<file path="config.mk">
export PLATFORM = sky130hd
export DESIGN_NAME = ifid_fetch_queue
export DESIGN_NICKNAME = d
export VERILOG_FILES = /design/src/rtl/ifid_fetch_queue.sv
export SDC_FILE = /design/constraint.sdc
export NUM_CORES = 1
export LEC_CHECK = 0
export ABC_AREA = 1
export CORE_ASPECT_RATIO = 0.6
export CORE_MARGIN = 10
export CORE_UTILIZATION = 44
export DETAILED_ROUTE_END_ITERATION = 8
export DONT_BUFFER_PORTS = 1
export PLACE_DENSITY_LB_ADDON = 0.15
export SYNTH_ARGS = -nofsm -noshare
export SYNTH_HDL_FRONTEND = slang
export SYNTH_SLANG_ARGS = --single-unit
</file>
<file path="constraint.sdc">
create_clock -name clk_i -period 8.7 [get_ports clk_i]
set_input_delay 0.435 -clock clk_i [delete_from_list [all_inputs] [get_ports clk_i]]
set_output_delay 0.435 -clock clk_i [all_outputs]
set_load 0.01 [all_outputs]
</file>
<file path="src/rtl/ifid_fetch_queue.sv">
// ifid_fetch_queue: small FIFO between the fetch and decode stages. It replaces
// the plain IF/ID register. Decode stalls are absorbed here, so fetch does not
// have to re-fetch. A taken jump flushes every wrong-path entry. When the queue
// is empty, decode is handed a NOP with out_valid low.
module ifid_fetch_queue #(
    parameter int                DATA_W   = 32,
    parameter int                DEPTH    = 2,
    parameter logic [DATA_W-1:0] NOP_INST = 32'h0000_0013,
    localparam int               PTR_W    = $clog2(DEPTH),
    localparam int               CNT_W    = $clog2(DEPTH + 1)
) (
    input  logic              clk_i,
    input  logic              rst_ni,
    input  logic              in_valid_i,
    output logic              in_ready_o,
    input  logic [DATA_W-1:0] in_inst_i,
    input  logic [DATA_W-1:0] in_pc_i,
    input  logic              flush_i,
    output logic              out_valid_o,
    input  logic              out_ready_i,
    output logic [DATA_W-1:0] out_inst_o,
    output logic [DATA_W-1:0] out_pc_o,
    output logic [CNT_W-1:0]  count_o
);

    logic [DATA_W-1:0] inst_mem_q [DEPTH];
    logic [DATA_W-1:0] pc_mem_q   [DEPTH];
    logic [PTR_W-1:0]  wr_ptr_q, wr_ptr_d;
    logic [PTR_W-1:0]  rd_ptr_q, rd_ptr_d;
    logic [CNT_W-1:0]  cnt_q, cnt_d;
    logic              push, pop;

    // Ready depends on occupancy alone. A full queue refuses a push even in a
    // cycle where decode pops, so there is no ready path through out_ready.
    assign in_ready_o  = (cnt_q < CNT_W'(DEPTH));
    assign out_valid_o = (cnt_q != '0);
    assign count_o     = cnt_q;
    assign push        = in_valid_i & in_ready_o & ~flush_i;
    assign pop         = out_valid_o & out_ready_i & ~flush_i;

    // The head is muxed from registered state. The valid gate keeps unwritten or
    // stale storage off the outputs.
    assign out_inst_o = out_valid_o ? inst_mem_q[rd_ptr_q] : NOP_INST;
    assign out_pc_o   = out_valid_o ? pc_mem_q[rd_ptr_q]   : '0;

    // Next-state logic for pointers and count. Flush overrides everything.
    always_comb begin
        wr_ptr_d = wr_ptr_q;
        rd_ptr_d = rd_ptr_q;
        cnt_d    = cnt_q;
        if (flush_i) begin
            wr_ptr_d = '0;
            rd_ptr_d = '0;
            cnt_d    = '0;
        end else begin
            if (push) wr_ptr_d = wr_ptr_q + PTR_W'(1);
            if (pop)  rd_ptr_d = rd_ptr_q + PTR_W'(1);
            case ({push, pop})
                2'b10:   cnt_d = cnt_q + CNT_W'(1);
                2'b01:   cnt_d = cnt_q - CNT_W'(1);
                default: cnt_d = cnt_q;
            endcase
        end
    end

    // Control state register. Reset is asynchronous and takes effect at once.
    always_ff @(posedge clk_i or negedge rst_ni) begin
        if (!rst_ni) begin
            wr_ptr_q <= '0;
            rd_ptr_q <= '0;
            cnt_q    <= '0;
        end else begin
            wr_ptr_q <= wr_ptr_d;
            rd_ptr_q <= rd_ptr_d;
            cnt_q    <= cnt_d;
        end
    end

    // Entry storage. It has no reset because its contents are only observed
    // through the valid-gated head mux.
    always_ff @(posedge clk_i) begin
        if (push) begin
            inst_mem_q[wr_ptr_q] <= in_inst_i;
            pc_mem_q[wr_ptr_q]   <= in_pc_i;
        end
    end

endmodule

</file>
Yosys cells after proc, flatten, opt, wreduce, memory -nomap -nowiden:

Memories as Yosys holds them, arrays and structs flattened.
Cells that the tools add are included.
W data, S select, Z words.

* input port bits: 69
* memories kept: 2
* memory bits (writable): 128
* bits in registers: 4
* logic and storage cells: 31
* output and inout port bits: 68

* equality and inequality tests: 2
* reductions and logical operators: 4
* multiplexer cells: 10
* magnitude comparators: 1
* bitwise operators: 5
* $add $sub $neg: 4

Memories
* inst_mem_q: words 2, width 32, rd ports 1, clocked after memory_dff 0, wr ports 1, line 26 `logic [DATA_W-1:0] inst_mem_q [DEPTH];`
* pc_mem_q: words 2, width 32, rd ports 1, clocked after memory_dff 0, wr ports 1, line 27 `logic [DATA_W-1:0] pc_mem_q [DEPTH];`

Operators by type and width (number)
* $mux W32: 2
* $mux W1: 6
* $reduce_bool A2 Y1: 3
* $and A1 B1 Y1: 4
* $pmux W2 S2: 1
* $reduce_bool A3 Y1: 1
* $add A1 B1 Y1 const B: 2
* $add A2 B1 Y2 const B: 1
* $eq A2 B1 Y1 const B: 1
* $eq A2 B2 Y1 const B: 1
* $lt A2 B2 Y1 const B: 1
* $mux W2: 1
* $sub A2 B1 Y2 const B: 1
* $not A1 Y1: 1

Longest topological paths before layout:

* depth in word-level cells: 6
* mapped depth: 7
* depth with buffers taken out: 7

Worst setup path after synthesis:

OpenSTA, ideal clock, no wires.

* path type: register to register
* from: register cnt_q[1], in the netlist count_o[1]
* to: memory inst_mem_q[0][0], enable pin
* clock period less this slack: 3903 ps
* arrival: 3415 ps
* slack: 4797 ps
* setup time: 487 ps
* path buffers: 0
* cell stages (with the launch flop): 4
* data required time: 8213 ps
* path through: dfrtp_1 -> inv_2 -> nand3_1 -> nor2_1

* word-level cells in the longest chain between the ends: 5

Ends and longest elaborated chain
* from (decl): line 30 `logic [CNT_W-1:0] cnt_q, cnt_d;`
* from (signal assigned): line 75 `cnt_q <= cnt_d;`
* $lt A2 B2 Y1: line 35 `assign in_ready_o = (cnt_q < CNT_W'(DEPTH));`
* net in_ready_o: line 15 `output logic in_ready_o,`
* $and A1 B1 Y1 (2 in a row): line 38 `assign push = in_valid_i & in_ready_o & ~flush_i;`
* $mux W1: line 82 `if (push) begin`
* $mux W1 (implied by the code): line 83 `inst_mem_q[wr_ptr_q] <= in_inst_i;`
* to (decl): line 26

The timed path passes the listed nets, and every way through them passes these cells.

Worst setup path after layout:

* from: register rd_ptr_q
* to: output out_inst_o[3]

* word-level cells in the longest chain between the ends: 2

Ends and longest elaborated chain
* from (decl): line 29 `logic [PTR_W-1:0] rd_ptr_q, rd_ptr_d;`
* from (signal assigned): line 74 `rd_ptr_q <= rd_ptr_d;`
* $mem_v2 Z2 W32
* $mux W32: line 43 `assign out_inst_o = out_valid_o ? inst_mem_q[rd_ptr_q] : NOP_INST;`
* to (decl): line 21 `output logic [DATA_W-1:0] out_inst_o,`

No other way between the ends.

==> impl_metrics.tcl <==
set metrics [dict create \
    placed_area_sq_um 5140 \
    max_slew_margin_pct 23.2 \
    fin_area_sq_um 5740 \
    clk_pin_slew_ns 0.06 \
    firstDrtPassIters 5 \
    synth_nets 447 \
    cp_data_arrival_time_ns 2.14 \
    grt_pass1_vias 2729 \
    cts-root-buf "clkbuf_16" \
    drv_slew 0 \
    synth_edf_count 128 \
    yosysTopAreaCellShare_pct 76.7 \
    ys_seq_area_share_pct 78.7 \
    synth_common_cells "nand2_1 (135), edfxtp_1 (128), a21oi_1 (61)" \
    synthArstFlopShare_pct 3.03 \
    h-tree-depth 4 \
    p_sw_w 0.000596 \
    ys_ff_latch 132 \
    syn2layout_area_growth_pct 14.5 \
    rows 30 \
    numClockSinks 132 \
    finalWeightedCongestion 0.684 \
    drive_gt1_share_pct 11.4 \
    drv_cap 0 \
    clock_latency_ns 0.40 \
    drt_iter0_drc 183 \
    leakagePower_nw 2.00 \
    finalPower_w 0.00189 \
    num_vias 2808 \
    ys.flop_type "edfxtp_1" \
    worstMarginPinSlew_ns 1.15 \
    ys_warn_count 0 \
    antenna_left 0 \
    grt_antenna_before_repair 0 \
    crit_fanout 65 \
    power_report.internal_total_w 0.00129 \
    syn_avg_cell_area_sq_um 13.3 \
    grt.overflow.total 0 \
    seqCellArea_sq_um 3950 \
    port_buffers 0 \
    multiInputGateArea_sq_um 960 \
    crit_path_end_kind "primary output" \
    dpl.hpwl_mm 6.64 \
    post-route-util_pct 51.1 \
    post_drt_wl_per_cell_um 20.5 \
    fin_crit_ns 2.58 \
    powerDensity_nw_per_um2 329 \
    finalSetupViolCount 0 \
    route.detailed.drc 0 \
    seq_power_share_pct 41.8 \
    ioPinCount 137 \
    cp-start-kind "flip-flop" \
    synthTopCellsByArea "edfxtp_1 (77%), nand2_1 (10%), a21oi_1 (6.1%)" \
    synth_cell_types 18 \
    nNetsFinal 451 \
    power.share.clock_pct 37.4 \
    grt_pass1_wl_mm 16.4 \
    fin_worst_hold_slack_ns 0.0919 \
    comb_power_share_pct 20.8 \
    critPathKind "flip-flop to primary output" \
    start_util_pct 44.7 \
    netlist_area_sq_um 5010 \
    dieArea_sq_um 16200 \
    fmax_mhz 388 \
    switching_share_pct 31.5 \
    chipHeight_um 103 \
    hp-class "input port to flip-flop" \
    yosysTopAreaCell "edfxtp_1" \
    rsz0062_at_grt "no" \
    cts.path.max_buffers 2 \
    cp.required_ns 8.27 \
    track_usage_pct 13.7 \
    finalCritPeriodShare_pct 29.6 \
    fin_worst_skew_ns 0.00871 \
    cts_buffers 17 \
    viasPerCell 5.22 \
    status "finished, final reports clean" \
    synth.most_common_cell "nand2_1" \
    ir_drop_v 0.000131 \
    antenna_cells 0 \
    die_x_um 158 \
    cts_tree "yes" \
    fill_cells 948 \
    syn_inst 378 \
    core_sq_um 11200 \
    routed_wirelength_mm 11.0 \
    ctsResizeCount 0 \
    grt_max_degree 66 \
    hold_viol 0 \
    finalSetupTns_ns 0 \
]
## layer usage
metal	GRT usage [%]	up-vias	share of wire (%)
met1	16.0	1352	40
met5	0	-	0
met3	10.0	9	16
li1	-	1338	-
met2	18.6	109	43
met4	5.79	0	0.75
## worst paths after layout
path | startpoint | endpoint | slack, ns | cells after the start
setup reg to reg | count_o[1] | pc_mem_q[0][2] | 6.58 | 4
setup / recovery | rd_ptr_q | out_inst_o[3] | 6.12 | 3
min in group asynchronous | rst_ni | wr_ptr_q | 0.32 | 1
hold / removal | flush_i | rd_ptr_q | 0.09 | 1
max in group asynchronous | rst_ni | rd_ptr_q | 8.17 | 1
hold reg to reg | wr_ptr_q | wr_ptr_q | 0.64 | 2
## cell families after synthesis
kind of cell / Yosys count / synth area share [%]
and+or+nand+nor: 155 / 12.3
buffers and inverters: 27 / 2.47
DFF: 132 / 78.7
AOI/OAI and AO/OA: 64 / 6.52
## cells in the final DEF (no fill, tap or decap), types with 2 or more instances in the layout
master     instances
a21oi_1           61
buf_4              4
bufinv_16          3
clkbuf_1           2
clkbuf_16         17
clkinv_2           3
clkinv_4           3
dfrtp_1            3
edfxtp_1         128
inv_1              5
inv_2              2
inv_6              2
nand2_1          135
nand2_2            3
nand3_1            8
nor2_1             2
nor2_4             3
nor3_1             2
## critical path, cell delays in order (launching register included)
cell	delay, ns
dfrtp_2	0.40
inv_2	0.82
nand2_1	0.13
a21oi_1	0.37
## power groups by stage
stage	clock (W)	sequential (W)	combinational, W
2_1_floorplan	0	0.000800	0.000310
3_3_place_gp	0	0.000801	0.000409
3_5_place_dp	0	0.000802	0.000408
4_1_cts	0.000723	0.000789	0.000410
5_1_grt	0.000752	0.000794	0.000444
6_report	0.000706	0.000789	0.000393
## sequential cells by signal, indices dropped and copies added, names as in the netlist
register	count
pc_mem_q	64
rd_ptr_q	1
count_o	2
inst_mem_q	64
wr_ptr_q	1
## metrics by stage
stage	std cells	setup slack, ns
detailed placement	506	6.48
global route	538	5.84
CTS	538	6.03
global placement	506	6.48
finish	538	6.12
floorplan	378	4.80
## layout make-up
class	instances	area share (%)
sequential	132	68.7
multi-input combinational	219	16.7
clock buffer	19	7.54
tap	144	3.14
clock inverter	12	2.72
timing repair buffer	5	0.697
inverter	7	0.458
## timing repair
item	CTS	global route
endpoints found under the hold margin	4	0
setup buffers	0	0
hold buffers	1	0
Note: power is estimated with default switching activity, not from simulation.
